$ cat config.mk
export PLATFORM = sky130hd
export DESIGN_NAME = echo_indication_m2p
export DESIGN_NICKNAME = d
export VERILOG_FILES = /design/src/rtl/echo_pkg.sv /design/src/rtl/m2p_fifo.sv /design/src/rtl/echo_indication_m2p.sv
export SDC_FILE = /design/constraint.sdc
export NUM_CORES = 1
export LEC_CHECK = 0
export ABC_AREA = 1
export ABC_CLOCK_PERIOD_IN_PS = 11510
export BUFFER_PORTS_ARGS = -buffer_cell sky130_fd_sc_hd__clkbuf_2
export CORE_MARGIN = 1.5
export CORE_UTILIZATION = 57
export CTS_BUF_LIST = sky130_fd_sc_hd__clkbuf_4
export DETAILED_ROUTE_END_ITERATION = 7
export GPL_TIMING_DRIVEN = 1
export HOLD_SLACK_MARGIN = 0.06
export PLACE_DENSITY = 0.95
export SETUP_SLACK_MARGIN = 0.3
export SYNTH_ARGS = -nofsm -noshare
export SYNTH_HDL_FRONTEND = slang
export SYNTH_SLANG_ARGS = --single-unit
$ cat constraint.sdc
create_clock -name CLK -period 11.51 [get_ports CLK]
set_clock_uncertainty 0.05 [all_clocks]
set_input_delay 2.302 -clock CLK [delete_from_list [all_inputs] [get_ports CLK]]
set_output_delay 2.302 -clock CLK [all_outputs]
set_load 0.01 [all_outputs]
$ cat src/rtl/echo_pkg.sv
// Shared definitions for the echo interface pipe word.
// The far-end pipe-to-method demux imports this same package.
package echo_pkg;

   localparam int unsigned PIPE_WIDTH     = 128;
   localparam int unsigned ID_OFFSET      = 16;
   localparam int unsigned PAYLOAD_OFFSET = 32;
   localparam int unsigned PAYLOAD_WIDTH  = PIPE_WIDTH - PAYLOAD_OFFSET;

   localparam logic [15:0] WORD_COUNT = 16'd2;

   localparam logic [15:0] SAY2    = 16'd0;
   localparam logic [15:0] SAY     = 16'd1;
   localparam logic [15:0] SETLEDS = 16'd2;

   typedef enum logic [1:0] {
      MethSay2,
      MethSay,
      MethSetLeds
   } meth_e;

   function automatic logic [PIPE_WIDTH-1:0] pack_word(input logic [15:0] id,
                                                       input logic [PAYLOAD_WIDTH-1:0] payload);
      logic [PIPE_WIDTH-1:0] w;
      w = '0;
      w[15:0] = WORD_COUNT;
      w[ID_OFFSET +: 16] = id;
      w[PAYLOAD_OFFSET +: PAYLOAD_WIDTH] = payload;
      return w;
   endfunction

endpackage

$ cat src/rtl/m2p_fifo.sv
// Small synchronous FIFO with head-of-queue output; a push is accepted when
// full only if a pop happens in the same cycle.
module m2p_fifo #(
   parameter int unsigned WIDTH = 128,
   parameter int unsigned DEPTH = 2
) (
   input  logic             clk_i,
   input  logic             rst_i,
   input  logic             push_i,
   input  logic [WIDTH-1:0] data_i,
   input  logic             pop_i,
   output logic [WIDTH-1:0] data_o,
   output logic             full_o,
   output logic             empty_o
);

   localparam int unsigned AW = $clog2(DEPTH);
   localparam int unsigned CW = AW + 1;
   localparam logic [CW-1:0] FULL_CNT = CW'(DEPTH);

   logic [WIDTH-1:0] mem_q [DEPTH];
   logic [AW-1:0]    wr_ptr_q, rd_ptr_q;
   logic [CW-1:0]    count_q;
   logic             do_push, do_pop;

   assign empty_o = (count_q == '0);
   assign full_o  = (count_q == FULL_CNT);
   assign do_pop  = pop_i & ~empty_o;
   assign do_push = push_i & (~full_o | do_pop);
   assign data_o  = mem_q[rd_ptr_q];

   always_ff @(posedge clk_i or posedge rst_i) begin
      if (rst_i) begin
         mem_q    <= '{default: '0};
         wr_ptr_q <= '0;
         rd_ptr_q <= '0;
         count_q  <= '0;
      end else begin
         if (do_push) begin
            mem_q[wr_ptr_q] <= data_i;
            wr_ptr_q        <= wr_ptr_q + AW'(1);
         end
         if (do_pop) begin
            rd_ptr_q <= rd_ptr_q + AW'(1);
         end
         count_q <= count_q + CW'(do_push) - CW'(do_pop);
      end
   end

endmodule

$ cat src/rtl/echo_indication_m2p.sv
// Echo method-to-pipe marshaller: one pending slot per method, round-robin
// drain into a small output FIFO feeding the outbound pipe.
module echo_indication_m2p
   import echo_pkg::*;
#(
   parameter int unsigned FIFO_DEPTH = 2
) (
   input  logic         CLK,
   input  logic         RST,
   input  logic         method_say2__ENA,
   input  logic [15:0]  method_say2_a,
   input  logic [15:0]  method_say2_b,
   output logic         method_say2__RDY,
   input  logic         method_say__ENA,
   input  logic [31:0]  method_say_v,
   output logic         method_say__RDY,
   input  logic         method_setLeds__ENA,
   input  logic [7:0]   method_setLeds_v,
   output logic         method_setLeds__RDY,
   output logic         pipe_enq__ENA,
   output logic [127:0] pipe_enq_v,
   input  logic         pipe_enq__RDY
);

   logic        say2_vld_q, say_vld_q, leds_vld_q;
   logic [15:0] say2_a_q, say2_b_q;
   logic [31:0] say_v_q;
   logic [7:0]  leds_v_q;
   meth_e       ptr_q, ptr_d;

   logic [2:0]            pend, gnt;
   logic                  can_grant, enq_ena, fifo_full, fifo_empty;
   logic [PIPE_WIDTH-1:0] push_word, head_word;

   assign pend      = {leds_vld_q, say_vld_q, say2_vld_q};
   assign enq_ena   = ~fifo_empty & pipe_enq__RDY;
   // A pop this cycle frees the entry the grant will fill.
   assign can_grant = ~fifo_full | enq_ena;

   always_comb begin
      gnt = 3'b000;
      if (can_grant) begin
         case (ptr_q)
            MethSay2:    gnt = pend[0] ? 3'b001 : pend[1] ? 3'b010 : pend[2] ? 3'b100 : 3'b000;
            MethSay:     gnt = pend[1] ? 3'b010 : pend[2] ? 3'b100 : pend[0] ? 3'b001 : 3'b000;
            MethSetLeds: gnt = pend[2] ? 3'b100 : pend[0] ? 3'b001 : pend[1] ? 3'b010 : 3'b000;
            default:     gnt = 3'b000;
         endcase
      end
      ptr_d = ptr_q;
      if (gnt[0])      ptr_d = MethSay;
      else if (gnt[1]) ptr_d = MethSetLeds;
      else if (gnt[2]) ptr_d = MethSay2;
   end

   always_comb begin
      push_word = '0;
      if (gnt[0])      push_word = pack_word(SAY2, PAYLOAD_WIDTH'({say2_b_q, say2_a_q}));
      else if (gnt[1]) push_word = pack_word(SAY, PAYLOAD_WIDTH'(say_v_q));
      else if (gnt[2]) push_word = pack_word(SETLEDS, PAYLOAD_WIDTH'(leds_v_q));
   end

   always_ff @(posedge CLK or posedge RST) begin
      if (RST) begin
         say2_vld_q <= 1'b0;
         say_vld_q  <= 1'b0;
         leds_vld_q <= 1'b0;
         say2_a_q   <= '0;
         say2_b_q   <= '0;
         say_v_q    <= '0;
         leds_v_q   <= '0;
         ptr_q      <= MethSay2;
      end else begin
         ptr_q <= ptr_d;
         if (gnt[0]) begin
            say2_vld_q <= 1'b0;
         end else if (method_say2__ENA && !say2_vld_q) begin
            say2_vld_q <= 1'b1;
            say2_a_q   <= method_say2_a;
            say2_b_q   <= method_say2_b;
         end
         if (gnt[1]) begin
            say_vld_q <= 1'b0;
         end else if (method_say__ENA && !say_vld_q) begin
            say_vld_q <= 1'b1;
            say_v_q   <= method_say_v;
         end
         if (gnt[2]) begin
            leds_vld_q <= 1'b0;
         end else if (method_setLeds__ENA && !leds_vld_q) begin
            leds_vld_q <= 1'b1;
            leds_v_q   <= method_setLeds_v;
         end
      end
   end

   m2p_fifo #(
      .WIDTH (PIPE_WIDTH),
      .DEPTH (FIFO_DEPTH)
   ) u_fifo (
      .clk_i   (CLK),
      .rst_i   (RST),
      .push_i  (|gnt),
      .data_i  (push_word),
      .pop_i   (enq_ena),
      .data_o  (head_word),
      .full_o  (fifo_full),
      .empty_o (fifo_empty)
   );

   assign method_say2__RDY    = ~say2_vld_q;
   assign method_say__RDY     = ~say_vld_q;
   assign method_setLeds__RDY = ~leds_vld_q;
   assign pipe_enq__ENA       = enq_ena;
   assign pipe_enq_v          = head_word;

endmodule

==> out/qor.yml <==
fp.dieH_um: 118
max_freq_mhz: 192
cts_tree: "yes"
clkSlewWorstSetupHoldPaths_ns: 0.13
syn_to_final_growth_pct: 7.66
path_buf_inv: 3
numCtsBuffers: 17
clkSinkCount: 151
final_common_cell: "nand2_1"
cap_viol_max_count: 0
holdCritPathClass: "flip-flop to flip-flop"
core-area_mm2: 0.0128
cp_common_cell: "nand2_1"
cts_resized: 0
drt_iter0_markers: 462
drc: 0
p_per_area_mw_per_mm2: 120
drive_gt1_frac: 0.256
ys_warn_count: 0
end_kind: "primary output"
synth_area_mm2: 0.00754
p_leak_nw: 4.83
synth_seq_cells: 151
cp_data_arrival_time_ns: 2.85
die_area_mm2: 0.0139
yosysUniqueCellTypes: 21
path_cells: "buf_4 > clkinv_1 > nand2_1 > nand2_1 > clkbuf_2"
crit_cells: 5
cts_hold_buf: 0
grt_pass1_wl_um: 27600
placed_cell_area_mm2: 0.00785
slew_viol_final: 0
final_cell_mix: "285 x nand2_1, 151 x dfrtp_1, 147 x nand3_1, 116 x clkbuf_2, 93 x conb_1"
fillerInstances: 1110
start_util: 0.591
hpwl_um: 11200
firstDrtPassIters: 5
die_w_um: 118
cpPeakStageDelay_ns: 1.04
routed-via-count: 5863
period_needed_ns: 5.20
outcome: "finished, final reports clean"
fin_crit_sh: 0.452
crit_slowest_cell: "clkinv_1"
design_area_mm2: 0.00812
worstPathMaxFanout: 37
slew_headroom: 0.207
reg2reg_depth: 9
critical-path-top-delay-family: "buffers and inverters"
grt_max_degree: 82
hold_violations: 0
num_rows: 41
portBuffers: 116
crit_path_start_kind: "flip-flop"
clockBufferDepth: 2
rsz0062_at_grt: "false"
grt_pass1_vias: 5642
wl_per_cell_um: 15.3
critPathRequiredTime_ns: 9.16
min_path_cells: 2
final_nets: 1009
clk-insertion-delay-late_ns: 0.52
place.gp.congestion: 0.780
grt_usage: 0.252
worstSetupPathType: "flip-flop to primary output"
vias_per_cell: 5.26
cts_root_buffer: "clkbuf_4"
ir_drop_mv: 0.0692
finalPower_mw: 0.978
seq_area_frac_synth: 0.501
antenna_found_initial: 1
postLayoutCoreUtil: 0.636
syn-instance-count: 831
htreeDepth: 4
syn_avg_cell_area_um2: 9.08
grt_overflow_total: 0
io_pins: 210
setup_viol: 0
post_cts_buffers: 0
worst_pin_slew_ns: 1.18
totalWireLength_um: 17000
tns_ns: 0
ant_nets: 0
-- report_power, final --
group | leakage, nW | internal, mW | total [mW] | switching (mW)
logic | 2.62 | 0.0260 | 0.124 | 0.0978
registers | 2.07 | 0.536 | 0.539 | 0.00297
clock network | 0.144 | 0.132 | 0.315 | 0.183
-- Yosys cell counts --
cell type / n / share of area
xnor2_1: 2 / 0.0023
o21ai_1: 2 / 0.0013
buf_2: 15 / 0.0099
nor2_2: 2 / 0.0017
nor2_4: 2 / 0.0030
buf_1: 6 / 0.0030
nand2_4: 2 / 0.0030
mux2_2: 72 / 0.11
o21ai_0: 5 / 0.0033
nand3_1: 147 / 0.098
xor2_1: 2 / 0.0023
inv_2: 6 / 0.0030
nand2_1: 285 / 0.14
clkbuf_1: 17 / 0.0085
conb_1: 1 / 0.00050
dfrtp_1: 151 / 0.50
ha_1: 2 / 0.0033
nand3_4: 1 / 0.0023
buf_4: 100 / 0.10
clkinv_1: 2 / 0.0010
inv_1: 9 / 0.0045
-- cell type report --
| cell class | instances | area (um^2) | area share |
|---|---|---|---|
| tap | 172 | 215 | 0.0265 |
| sequential | 151 | 3780 | 0.465 |
| clock buffer | 19 | 143 | 0.0176 |
| timing repair buffer | 125 | 648 | 0.0798 |
| multi-input combinational | 617 | 3140 | 0.386 |
| clock inverter | 13 | 131 | 0.0162 |
| antenna | 1 | 2.50 | 0.000308 |
| inverter | 17 | 68.8 | 0.00847 |
-- registers in the layout (all words and copies together) (netlist names), 2 cells and up --
register	count
u_fifo.count_q	2
say2_a_q	16
say_v_q	32
u_fifo.mem_q	70
say2_b_q	16
leds_v_q	8
ptr_q	2
-- metal layers --
layer,global-route usage,wire [um]
met4,0.112,467
met3,0.0547,1310
met2,0.398,8060
met1,0.337,7190
met5,0,0
-- final timing paths --
path	start	slack [ns]	to
setup / recovery	u_fifo.rd_ptr_q$_DFFE_PP0P_	6.31	pipe_enq_v[48]
hold / removal	u_fifo.mem_q[129]$_DFFE_PP0P_	0.42	u_fifo.mem_q[129]$_DFFE_PP0P_
setup reg to reg	u_fifo.count_q[0]$_DFF_PP0_	8.51	u_fifo.mem_q[39]$_DFFE_PP0P_
hold reg to reg	u_fifo.mem_q[129]$_DFFE_PP0P_	0.42	u_fifo.mem_q[129]$_DFFE_PP0P_
max in group asynchronous	RST	8.14	say2_b_q[11]$_DFFE_PP0P_
min in group asynchronous	RST	1.79	u_fifo.rd_ptr_q$_DFFE_PP0P_
-- metrics by stage --
step / hold slack [ns] / cells / setup slack, ns
2_1_floorplan: 0.368 / 923 / 5.09
3_3_place_gp: 0.379 / 1082 / 6.40
3_5_place_dp: 0.393 / 1082 / 6.37
4_1_cts: 0.422 / 1114 / 6.28
5_1_grt: 0.456 / 1115 / 6.07
6_report: 0.418 / 1115 / 6.31
-- logic make-up (layout without fill, tap and decap cells) --
group           Yosys count  after routing  share of synthesized area
fa+ha+maj                 2              2                    0.00332
mux                      72             72                      0.107
flops                   151            151                      0.501
other cells               1             94                   0.000497
simple gates            439            439                      0.249
buf+inv                 155            174                      0.129
xor+xnor                  4              4                    0.00464
compound gates            7              7                    0.00464
-- worst register-to-register path, delay by kind of cell, from the launching register on --
family	cells	cell delay, ns
AND/OR/NAND/NOR	7	2.13
flip-flops	1	0.41
buffers and inverters	2	0.36
(Power assumes the default switching activity.)
